$ cat src/rtl/sdram_tg_pkg.sv
// sdram_tg_pkg: mode/state encodings shared by the traffic generator
package sdram_tg_pkg;
    localparam int ERR_W = 16;
    typedef enum logic [1:0] {TG_MODE_SEQ, TG_MODE_INTLV, TG_MODE_WRONLY, TG_MODE_RDONLY} tg_mode_e;
    typedef enum logic [2:0] {ST_IDLE, ST_WRITE, ST_READ, ST_DRAIN, ST_DONE} tg_state_e;
endpackage

$ cat src/rtl/sdram_traffic_gen_if.sv
// sdram_traffic_gen_if: system-side az_/za_ bus between generator and SDRAM controller
interface sdram_traffic_gen_if #(parameter int ADDR_W = 22, DATA_W = 16, BE_W = DATA_W / 8);
    logic az_cs, az_rd_n, az_wr_n;
    logic [BE_W-1:0] az_be_n;
    logic [ADDR_W-1:0] az_addr;
    logic [DATA_W-1:0] az_data, za_data;
    logic za_valid, za_wait;
    modport master(output az_cs, az_rd_n, az_wr_n, az_be_n, az_addr, az_data, input za_valid, za_wait, za_data);
    modport slave(input az_cs, az_rd_n, az_wr_n, az_be_n, az_addr, az_data, output za_valid, za_wait, za_data);
endinterface

$ cat src/rtl/tg_expect_fifo.sv
// tg_expect_fifo: in-order queue of expected read entries, sized to the outstanding limit
module tg_expect_fifo #(
    parameter int W = 16,
    parameter int DEPTH = 4,
    parameter int CW = $clog2(DEPTH + 1)
) (
    input  logic clk,
    input  logic rst,
    input  logic push,
    input  logic pop,
    input  logic [W-1:0] din,
    output logic [W-1:0] dout,
    output logic [CW-1:0] count
);
    localparam int PW = DEPTH > 1 ? $clog2(DEPTH) : 1;
    logic [W-1:0] mem [DEPTH];
    logic [PW-1:0] wp_q, wp_d, rp_q, rp_d;
    logic [CW-1:0] cnt_q, cnt_d;
    function automatic logic [PW-1:0] inc(input logic [PW-1:0] p);
        return p == PW'(DEPTH - 1) ? '0 : p + 1'b1;
    endfunction
    always_comb begin
        wp_d = push ? inc(wp_q) : wp_q;
        rp_d = pop ? inc(rp_q) : rp_q;
        cnt_d = cnt_q + CW'(push) - CW'(pop);
    end
    always_ff @(posedge clk) begin
        if (rst) begin
            wp_q <= '0;
            rp_q <= '0;
            cnt_q <= '0;
        end else begin
            wp_q <= wp_d;
            rp_q <= rp_d;
            cnt_q <= cnt_d;
        end
    end
    always_ff @(posedge clk) if (push) mem[wp_q] <= din;
    assign dout = mem[rp_q];
    assign count = cnt_q;
endmodule

$ cat src/rtl/sdram_traffic_gen.sv
// sdram_traffic_gen: az_/za_ pattern writer/checker; define TG_ERR_LOG_EN for first-error capture
module sdram_traffic_gen
    import sdram_tg_pkg::*;
#(
    parameter int ADDR_W = 22,
    parameter int DATA_W = 16,
    parameter int BE_W = DATA_W / 8,
    parameter logic [ADDR_W-1:0] START_ADDR = '0,
    parameter int NUM_WORDS = 1024,
    parameter int MAX_OUTSTANDING = 4
) (
    input  logic clk,
    input  logic rst,
    input  logic start,
    input  logic [1:0] mode,
    input  logic [DATA_W-1:0] seed,
    output logic running,
    output logic done,
    output logic pass,
    output logic [ERR_W-1:0] err_count,
    output logic [ADDR_W-1:0] err_addr,
    output logic [DATA_W-1:0] err_exp,
    output logic [DATA_W-1:0] err_act,
    sdram_traffic_gen_if.master bus
);
    localparam int IW = $clog2(NUM_WORDS) + 1;
    localparam int CW = $clog2(MAX_OUTSTANDING + 1);
`ifdef TG_ERR_LOG_EN
    localparam int FW = DATA_W + ADDR_W;
`else
    localparam int FW = DATA_W;
`endif
    tg_state_e state_q, state_d;
    tg_mode_e mode_q, mode_d;
    logic [DATA_W-1:0] seed_q, seed_d, exp_data;
    logic [IW-1:0] idx_q, idx_d;
    logic [ERR_W-1:0] err_q, err_d;
    logic [ADDR_W-1:0] addr;
    logic [FW-1:0] fifo_din, fifo_dout;
    logic [CW-1:0] outstanding;
    logic wr_req, rd_req, accept, last, pop, mismatch, bad, go;

    assign addr = START_ADDR + ADDR_W'(idx_q);
    assign exp_data = DATA_W'(addr) ^ seed_q;
    assign last = idx_q == IW'(NUM_WORDS - 1);
    assign running = state_q inside {ST_WRITE, ST_READ, ST_DRAIN};
    assign go = start && (state_q == ST_IDLE || state_q == ST_DONE);
    assign wr_req = state_q == ST_WRITE;
    assign rd_req = state_q == ST_READ && outstanding < CW'(MAX_OUTSTANDING);
    assign accept = (wr_req || rd_req) && !bus.za_wait;
    assign pop = bus.za_valid && running && outstanding != '0;
    assign mismatch = pop && fifo_dout[DATA_W-1:0] != bus.za_data;
    // a return with nothing expected is as much a failure as wrong data
    assign bad = mismatch || (bus.za_valid && running && outstanding == '0);

    assign bus.az_cs = wr_req || rd_req;
    assign bus.az_wr_n = !wr_req;
    assign bus.az_rd_n = !rd_req;
    assign bus.az_be_n = (wr_req || rd_req) ? '0 : {BE_W{1'b1}};
    assign bus.az_addr = (wr_req || rd_req) ? addr : '0;
    assign bus.az_data = wr_req ? exp_data : '0;
    assign done = state_q == ST_DONE;
    assign pass = done && err_q == '0;
    assign err_count = err_q;

    always_comb begin
        state_d = state_q;
        mode_d = mode_q;
        seed_d = seed_q;
        idx_d = idx_q;
        err_d = bad && err_q != '1 ? err_q + 1'b1 : err_q;
        case (state_q)
            ST_IDLE, ST_DONE: if (start) begin
                state_d = mode == TG_MODE_RDONLY ? ST_READ : ST_WRITE;
                mode_d = tg_mode_e'(mode);
                seed_d = seed;
                idx_d = '0;
                err_d = '0;
            end
            ST_WRITE: if (accept) begin
                state_d = mode_q == TG_MODE_INTLV ? ST_READ : !last ? ST_WRITE :
                          mode_q == TG_MODE_WRONLY ? ST_DONE : ST_READ;
                idx_d = mode_q == TG_MODE_INTLV ? idx_q : last ? '0 : idx_q + 1'b1;
            end
            ST_READ: if (accept) begin
                state_d = last ? ST_DRAIN : mode_q == TG_MODE_INTLV ? ST_WRITE : ST_READ;
                idx_d = idx_q + 1'b1;
            end
            // leave on the compare edge itself so done follows the last compare by one cycle
            ST_DRAIN: if (outstanding == '0 || (outstanding == CW'(1) && pop)) state_d = ST_DONE;
            default: state_d = ST_IDLE;
        endcase
    end

    always_ff @(posedge clk) begin
        if (rst) begin
            state_q <= ST_IDLE;
            mode_q <= TG_MODE_SEQ;
            seed_q <= '0;
            idx_q <= '0;
            err_q <= '0;
        end else begin
            state_q <= state_d;
            mode_q <= mode_d;
            seed_q <= seed_d;
            idx_q <= idx_d;
            err_q <= err_d;
        end
    end

    tg_expect_fifo #(.W(FW), .DEPTH(MAX_OUTSTANDING), .CW(CW)) u_fifo (
        .clk(clk),
        .rst(rst),
        .push(accept && rd_req),
        .pop(pop),
        .din(fifo_din),
        .dout(fifo_dout),
        .count(outstanding)
    );

`ifdef TG_ERR_LOG_EN
    logic log_v_q, log_v_d;
    logic [ADDR_W-1:0] ea_q, ea_d;
    logic [DATA_W-1:0] ee_q, ee_d, eact_q, eact_d;
    assign fifo_din = {addr, exp_data};
    always_comb begin
        log_v_d = go ? 1'b0 : log_v_q || mismatch;
        ea_d = go ? '0 : mismatch && !log_v_q ? fifo_dout[FW-1:DATA_W] : ea_q;
        ee_d = go ? '0 : mismatch && !log_v_q ? fifo_dout[DATA_W-1:0] : ee_q;
        eact_d = go ? '0 : mismatch && !log_v_q ? bus.za_data : eact_q;
    end
    always_ff @(posedge clk) begin
        if (rst) begin
            log_v_q <= 1'b0;
            ea_q <= '0;
            ee_q <= '0;
            eact_q <= '0;
        end else begin
            log_v_q <= log_v_d;
            ea_q <= ea_d;
            ee_q <= ee_d;
            eact_q <= eact_d;
        end
    end
    assign err_addr = ea_q;
    assign err_exp = ee_q;
    assign err_act = eact_q;
`else
    assign fifo_din = exp_data;
    assign err_addr = '0;
    assign err_exp = '0;
    assign err_act = '0;
`endif
endmodule

$ cat src/flat_wrapper.sv
// flat-port wrapper written by rule: the top's interface ports become plain ports
module sdram_traffic_gen_flat import sdram_tg_pkg::*;
#(
    parameter int ADDR_W = 22,
    parameter int DATA_W = 16,
    parameter int BE_W = DATA_W / 8,
    parameter logic [ADDR_W-1:0] START_ADDR = '0,
    parameter int NUM_WORDS = 1024,
    parameter int MAX_OUTSTANDING = 4
)
  (clk, rst, start, mode, seed, running, done, pass, err_count, err_addr, err_exp, err_act, bus_az_cs, bus_az_rd_n, bus_az_wr_n, bus_az_be_n, bus_az_addr, bus_az_data, bus_za_valid, bus_za_wait, bus_za_data);
  sdram_traffic_gen_if #(.ADDR_W(ADDR_W), .DATA_W(DATA_W), .BE_W(BE_W)) bus_i ();
  input  logic clk;
  input  logic rst;
  input  logic start;
  input  logic [1:0] mode;
  input  logic [DATA_W-1:0] seed;
  output logic running;
  output logic done;
  output logic pass;
  output logic [ERR_W-1:0] err_count;
  output logic [ADDR_W-1:0] err_addr;
  output logic [DATA_W-1:0] err_exp;
  output logic [DATA_W-1:0] err_act;
  output wire logic [$bits(bus_i.az_cs)-1:0] bus_az_cs;
  output wire logic [$bits(bus_i.az_rd_n)-1:0] bus_az_rd_n;
  output wire logic [$bits(bus_i.az_wr_n)-1:0] bus_az_wr_n;
  output wire logic [$bits(bus_i.az_be_n)-1:0] bus_az_be_n;
  output wire logic [$bits(bus_i.az_addr)-1:0] bus_az_addr;
  output wire logic [$bits(bus_i.az_data)-1:0] bus_az_data;
  input wire logic [$bits(bus_i.za_valid)-1:0] bus_za_valid;
  input wire logic [$bits(bus_i.za_wait)-1:0] bus_za_wait;
  input wire logic [$bits(bus_i.za_data)-1:0] bus_za_data;
  assign bus_az_cs = bus_i.az_cs;
  assign bus_az_rd_n = bus_i.az_rd_n;
  assign bus_az_wr_n = bus_i.az_wr_n;
  assign bus_az_be_n = bus_i.az_be_n;
  assign bus_az_addr = bus_i.az_addr;
  assign bus_az_data = bus_i.az_data;
  assign bus_i.za_valid = bus_za_valid;
  assign bus_i.za_wait = bus_za_wait;
  assign bus_i.za_data = bus_za_data;
  sdram_traffic_gen #(.ADDR_W(ADDR_W), .DATA_W(DATA_W), .BE_W(BE_W), .START_ADDR(START_ADDR), .NUM_WORDS(NUM_WORDS), .MAX_OUTSTANDING(MAX_OUTSTANDING)) u_core (.clk(clk), .rst(rst), .start(start), .mode(mode), .seed(seed), .running(running), .done(done), .pass(pass), .err_count(err_count), .err_addr(err_addr), .err_exp(err_exp), .err_act(err_act), .bus(bus_i));
endmodule
$ cat config.mk
export PLATFORM = sky130hd
export DESIGN_NAME = sdram_traffic_gen_flat
export DESIGN_NICKNAME = d
export VERILOG_FILES = /design/src/rtl/sdram_tg_pkg.sv /design/src/rtl/sdram_traffic_gen_if.sv /design/src/rtl/tg_expect_fifo.sv /design/src/rtl/sdram_traffic_gen.sv /design/src/flat_wrapper.sv
export SDC_FILE = /design/constraint.sdc
export NUM_CORES = 1
export LEC_CHECK = 0
export CORE_MARGIN = 2
export CORE_UTILIZATION = 45
export CTS_CLUSTER_SIZE = 30
export DETAILED_ROUTE_END_ITERATION = 6
export GPL_ROUTABILITY_DRIVEN = 0
export GPL_TIMING_DRIVEN = 1
export PLACE_DENSITY = 0.74
export SLEW_MARGIN = 0
export SYNTH_ARGS = -nofsm -noshare
export SYNTH_HDL_FRONTEND = slang
export SYNTH_SLANG_ARGS = --single-unit
$ cat constraint.sdc
create_clock -name clk -period 7.41 [get_ports clk]
set_input_delay 1.1115 -clock clk [delete_from_list [all_inputs] [get_ports clk]]
set_output_delay 1.1115 -clock clk [all_outputs]
set_load 0.01 [all_outputs]
[After elaboration in Yosys (flattened, before gate mapping)]
Memories as Yosys holds them, arrays and structs flattened. A register that Yosys moved wholly into a read port is not among the register bits.
Index checks and enable logic that the tools add are counted.
Storage, ports and cells
  flip-flop bits (word level): 55
  latch bits: 0
  RAM bits: 64
  memory bits (read-only): 0
  input port bits: 39
  output and inout port bits: 116
  word-level logic and storage cells: 90
  memories kept: 1
Cells by class
  $add $sub $neg: 6
  multipliers: 0
  div/mod/pow operators: 0
  $lt $le $gt $ge: 1
  equal/unequal tests: 18
  shift operators: 0
  muxes and demuxes: 29
  bitwise gates (word level): 1
  reduce and logical (&&, ||, !) cells: 26
Memory list
  u_core.u_fifo.mem: depth 4, bits a word 16, read ports 1, clocked after memory_dff 1, wr ports 1, RTL line tg_expect_fifo.sv:16  | logic [W-1:0] mem [DEPTH];
Operators with widths (count)
  $mux W11: 6
  $mux W16: 4
  $pmux W11 S3: 1
  $mux W3: 8
  $add A16 B1 Y16 const B: 1
  $logic_not A16 Y1: 1
  $ne A16 B16 Y1: 1
  $ne A16 B16 Y1 const B: 1
  $xor A11 B16 Y16: 1
  $mux W2: 7
  $pmux W3 S4: 1
  $add A11 B1 Y11 const B: 1
  $eq A11 B10 Y1 const B: 1
  $logic_and A1 B1 Y1: 10
  $reduce_bool A3 Y1: 3
  $eq A2 B2 Y1 const B: 4
  $ne A2 B2 Y1 const B: 4
  $eq A3 B1 Y1 const B: 2
  $eq A3 B2 Y1 const B: 2
  $logic_not A3 Y1: 2
  $reduce_and A5 Y1: 1
  $add A2 B1 Y2 const B: 2
  $reduce_and A4 Y1: 1
  $add A3 B1 Y3: 1
  other kinds (10): 15

[Longest topological paths before layout]
  depth after elaboration: 10
  gate-level depth with buffers: 13
  depth with buffers taken out: 12

[Modules after synthesis]
From an unflattened synthesis, not the netlist that was laid out.
Second synthesis, totals
  cell total of the unflattened synthesis: 576
  area, all modules: 6248.5 um2
By module, submodules not included
  sdram_traffic_gen: times used 1, cells each 452, area each 3467.1 um2, seq. area each 960.9 um2
  tg_expect_fifo: times used 1, cells each 124, area each 2781.4 um2, seq. area each 2102.0 um2

[Worst setup path before layout]
Ideal clock, no wire load.
  kind: input to register
  start point: input bus_za_valid
  end point: register u_core.u_fifo.cnt_q[2], in the netlist u_core.u_fifo.count[2]
  setup time: 0.128 ns
  data arrival time: 2.683 ns
  data required time: 7.282 ns
  path slack: 4.599 ns
  stages on the path: 10
  path buffers: 0
  path through: and2_1 > nor2b_1 > ha_1 > inv_1 > ha_1 > inv_1 > fa_1 > xor2_1 > xnor2_1 > nor2_1
Between the ends
  cells in the longest elaborated chain, start to end: 3
RTL lines
  start: declaration: RTL line flat_wrapper.sv:31  | input wire logic [$bits(bus_i.za_valid)-1:0] bus_za_valid;
  $logic_and A1 B1 Y1 (2 in a row): RTL line sdram_traffic_gen.sv:51  | assign pop = bus.za_valid && running && outstanding != '0;
  via u_core.pop: RTL line sdram_traffic_gen.sv:41  | logic wr_req, rd_req, accept, last, pop, mismatch, bad, go;
  $sub A3 B1 Y3: RTL line tg_expect_fifo.sv:25  | cnt_d = cnt_q + CW'(push) - CW'(pop);
  end signal: assignment: RTL line tg_expect_fifo.sv:35  | cnt_q <= cnt_d;
  end: declaration: RTL line tg_expect_fifo.sv:18  | logic [CW-1:0] cnt_q, cnt_d;
The timed path passes the listed nets, and every way through them passes these cells.
A chain may end at the register's enable or synchronous reset.

[Worst setup path in the final report]
  start point: register u_core.state_q[0]
  end point: output bus_az_addr[10]
Between the ends
  cells in the longest elaborated chain, start to end: 4
  elaborated cells between the ends (all ways): 5
  classes of those cells: eq/ne: 2; mux: 1; reduce/logical: 2
RTL lines
  start: declaration: RTL line sdram_traffic_gen.sv:33  | tg_state_e state_q, state_d;
  start signal: assignment: RTL line sdram_traffic_gen.sv:103  | state_q <= state_d;
  $eq A3 B2 Y1: RTL line sdram_traffic_gen.sv:49  | assign rd_req = state_q == ST_READ && outstanding < CW'(MAX_OUTSTANDING);
  $logic_and A1 B1 Y1: RTL line sdram_traffic_gen.sv:49
  $logic_or A1 B1 Y1 (*): RTL line sdram_traffic_gen.sv:60  | assign bus.az_addr = (wr_req || rd_req) ? addr : '0;
  $mux W11 (*): RTL line sdram_traffic_gen.sv:60
  end: declaration: RTL line flat_wrapper.sv:29  | output wire logic [$bits(bus_i.az_addr)-1:0] bus_az_addr;
Every way passes the cells marked *; elsewhere a longest branch is shown, timed or not.

==> flow_summary.json <==
{
  "core_area_mm2": 0.0133,
  "critPathCaptureType": "primary output",
  "grt_pass1_vias": 4216,
  "busiest_layer": "met2",
  "cap_viol_max_count": 0,
  "wl_per_cell_um": 15.8,
  "met2_usage_pct": 32.1,
  "min_period_ps": 4330,
  "r2r_setup_slack_ps": 3720,
  "dp_hpwl_mm": 9.44,
  "criticalPathCategory": "flop to primary output",
  "ctsResizeCount": 0,
  "final_hold_viol_count": 0,
  "leakage_nw": 2.70,
  "grt_overflow_total": 0,
  "synth.largest_area_cell": "edfxtp_1",
  "ys_types": 52,
  "cts_max_level": 4,
  "tritoncts": "done",
  "avgSynthCellArea_um2": 10.6,
  "worstPathMaxFanout": 18,
  "clock.fmax_mhz": 231,
  "gr-usage-met3_pct": 4.37,
  "syn_inst": 580,
  "boundaryPins": 155,
  "synth_area_mm2": 0.00617,
  "grt_pass1_wl_mm": 21.2,
  "clock_latency_ps": 410,
  "firstDrtPassIters": 5,
  "gr-usage-met1_pct": 23.7,
  "clockBufferDepth": 2,
  "synth-main-ff-cell": "edfxtp_1",
  "drt_iter0_markers": 261,
  "worst_ep_arrival_time_ps": 3220,
  "dp_cells": 822,
  "antenna_left": 0,
  "dpl-instance-area_mm2": 0.00692,
  "min_from": "u_core.mode_q[0]$_SDFFE_PP0P_",
  "fin_cells": 854,
  "r2r.worst_path.cells": 7,
  "total_power_mw": 1.84,
  "clk_pin_slew_ps": 60,
  "layout.cells.most_common": "clkdlybuf4s50_1",
  "status": "completed",
  "postCtsHoldBufs": 0,
  "die_w_um": 121,
  "fin_setup_tns_ps": 0,
  "dieArea_mm2": 0.0147,
  "vias_per_cell": 5.17,
  "clkSinkCount": 121,
  "worstMarginPinSlew_ps": 1170,
  "drc": 0,
  "ys_seq_elements": 121,
  "port_buffers": 89,
  "holdPathStages": 2,
  "min_path_type": "flop to flop",
  "async_flop_share_pct": 0,
  "cts_root_buf": "clkbuf_16",
  "slew_headroom_pct": 21.7,
  "antenna_found_initial": 0,
  "postLayoutCellArea_mm2": 0.00752,
  "rows": 42,
  "worstSetupStartpointType": "flop",
  "synth_top_area_share_pct": 31.2,
  "synth-edff-count": 64,
  "antennaDiodeCount": 0,
  "syn2layout_area_growth_pct": 21.8,
  "drv_slew": 0,
  "synth.area.top_cells": "edfxtp_1 31%, dfxtp_1 18%, buf_4 8.3%",
  "cts_made_buffers": 17,
  "start_util_pct": 46.4,
  "die_y_um": 121,
  "finalCritPeriodShare_pct": 58.4,
  "required_ps": 6300,
  "grtUsageTotal_pct": 18.8,
  "yosysWarnings": 0,
  "p_per_area_mw_per_mm2": 245,
  "drt_wl_total_mm": 13.5,
  "nets": 715,
  "r2r-end": "u_core.err_count[9]$_SDFF_PP0_",
  "setup-violations-final": 0,
  "post-route-util_pct": 56.5,
  "cts_post_setup_buffers_inserted": 0,
  "layout_common_cells": "89 x clkdlybuf4s50_1, 65 x conb_1, 64 x edfxtp_1, 61 x nand2_1, 57 x dfxtp_1",
  "peakVddDrop_v": 0.000150,
  "yosysSeqAreaShare_pct": 49.7,
  "fin_skew_ps": 9.31,
  "holdPathEnd": "u_core.mode_q[0]$_SDFFE_PP0P_",
  "rsz0062_at_grt": "no",
  "drive_gt1_share_pct": 8.26,
  "grt_max_degree": 34,
  "vias": 4414
}
-- cells in the mapped netlist (3+ instances only) --
cell,number
dfxtp_1,57
o211ai_1,3
and2_1,26
a21oi_2,6
clkbuf_1,13
or3_1,18
buf_2,5
nand4_1,5
ha_1,10
nor4_1,5
nand3_1,10
inv_1,13
nor2b_1,16
buf_4,68
xor2_1,27
and3_1,4
o21ai_2,6
o31ai_1,4
edfxtp_1,64
xnor2_1,11
and4_1,5
o21ai_0,11
nor2_1,23
nand2b_1,4
or4_1,8
nand2_1,61
a21oi_1,39
mux2i_1,17
mux4_2,10
-- metal layers --
metal	wire length [um]	up-vias
li1	-	2087
met1	5750	2154
met2	6730	156
met3	837	17
met4	165	0
met5	0	-
-- worst max-delay path, stage by stage (launching register included) --
cell	delay, ps
dfxtp_1	510
nand2b_1	130
nor2_1	890
inv_1	120
and2_1	360
nor2b_1	220
clkdlybuf4s50_1	560
-- worst max-delay path by stage --
stage	slack (ps)	endpoint	startpoint	cells past startpoint
final	3080	bus_az_addr[10]	u_core.state_q[0]$_SDFFE_PP0P_	6
after global routing	2720	bus_az_addr[10]	u_core.state_q[0]$_SDFFE_PP0P_	6
after CTS	3030	bus_az_addr[10]	u_core.state_q[2]$_SDFFE_PP0P_	6
after detailed placement	3500	bus_az_addr[10]	u_core.state_q[2]$_SDFFE_PP0P_	6
after global placement	3510	bus_az_addr[5]	u_core.state_q[2]$_SDFFE_PP0P_	6
after floorplan	4600	u_core.u_fifo.count[2]$_SDFF_PP0_	bus_za_valid	10
-- power by group --
group | switching, mW | internal (mW)
sequential | 0.0297 | 0.738
combinational | 0.152 | 0.106
clock | 0.313 | 0.504
-- cell type report --
class                           count  area [um2]
Fill cell                        1127        5780
Tap cell                          176         220
Inverter                           13        48.8
Clock inverter                     14         163
Multi-Input combinational cell    421        2690
Timing Repair Buffer               91         906
Clock buffer                       18         429
Sequential cell                   121        3060
-- kinds of logic after synthesis --
kind of cell / after synthesis / synth area share (%)
other: 1 / 0.0608
AND/OR/NAND/NOR: 193 / 16.6
flip-flops: 121 / 49.7
adder cells (fa/ha/maj): 11 / 2.35
XOR/XNOR: 38 / 5.40
AO/OA/AOI/OAI: 87 / 8.88
buffers and inverters: 102 / 10.7
multiplexers: 27 / 6.41
-- stage by stage --
| step | setup WS (ps) | hold slack, ps |
|---|---|---|
| after detailed placement | 3500 | 462 |
| after global placement | 3510 | 455 |
| after global routing | 2720 | 489 |
| after floorplan | 4600 | 445 |
| final | 3080 | 466 |
| after CTS | 3030 | 470 |
-- sequential cells by signal (all words and copies together) (netlist names), named ones only --
signal,count
u_core.u_fifo.mem,64
u_core.err_count,16
u_core.seed_q,16
u_core.idx_q,11
u_core.state_q,3
u_core.u_fifo.count,3
u_core.mode_q,2
u_core.u_fifo.rp_q,2
u_core.u_fifo.wp_q,2
(Power assumes the default switching activity.)
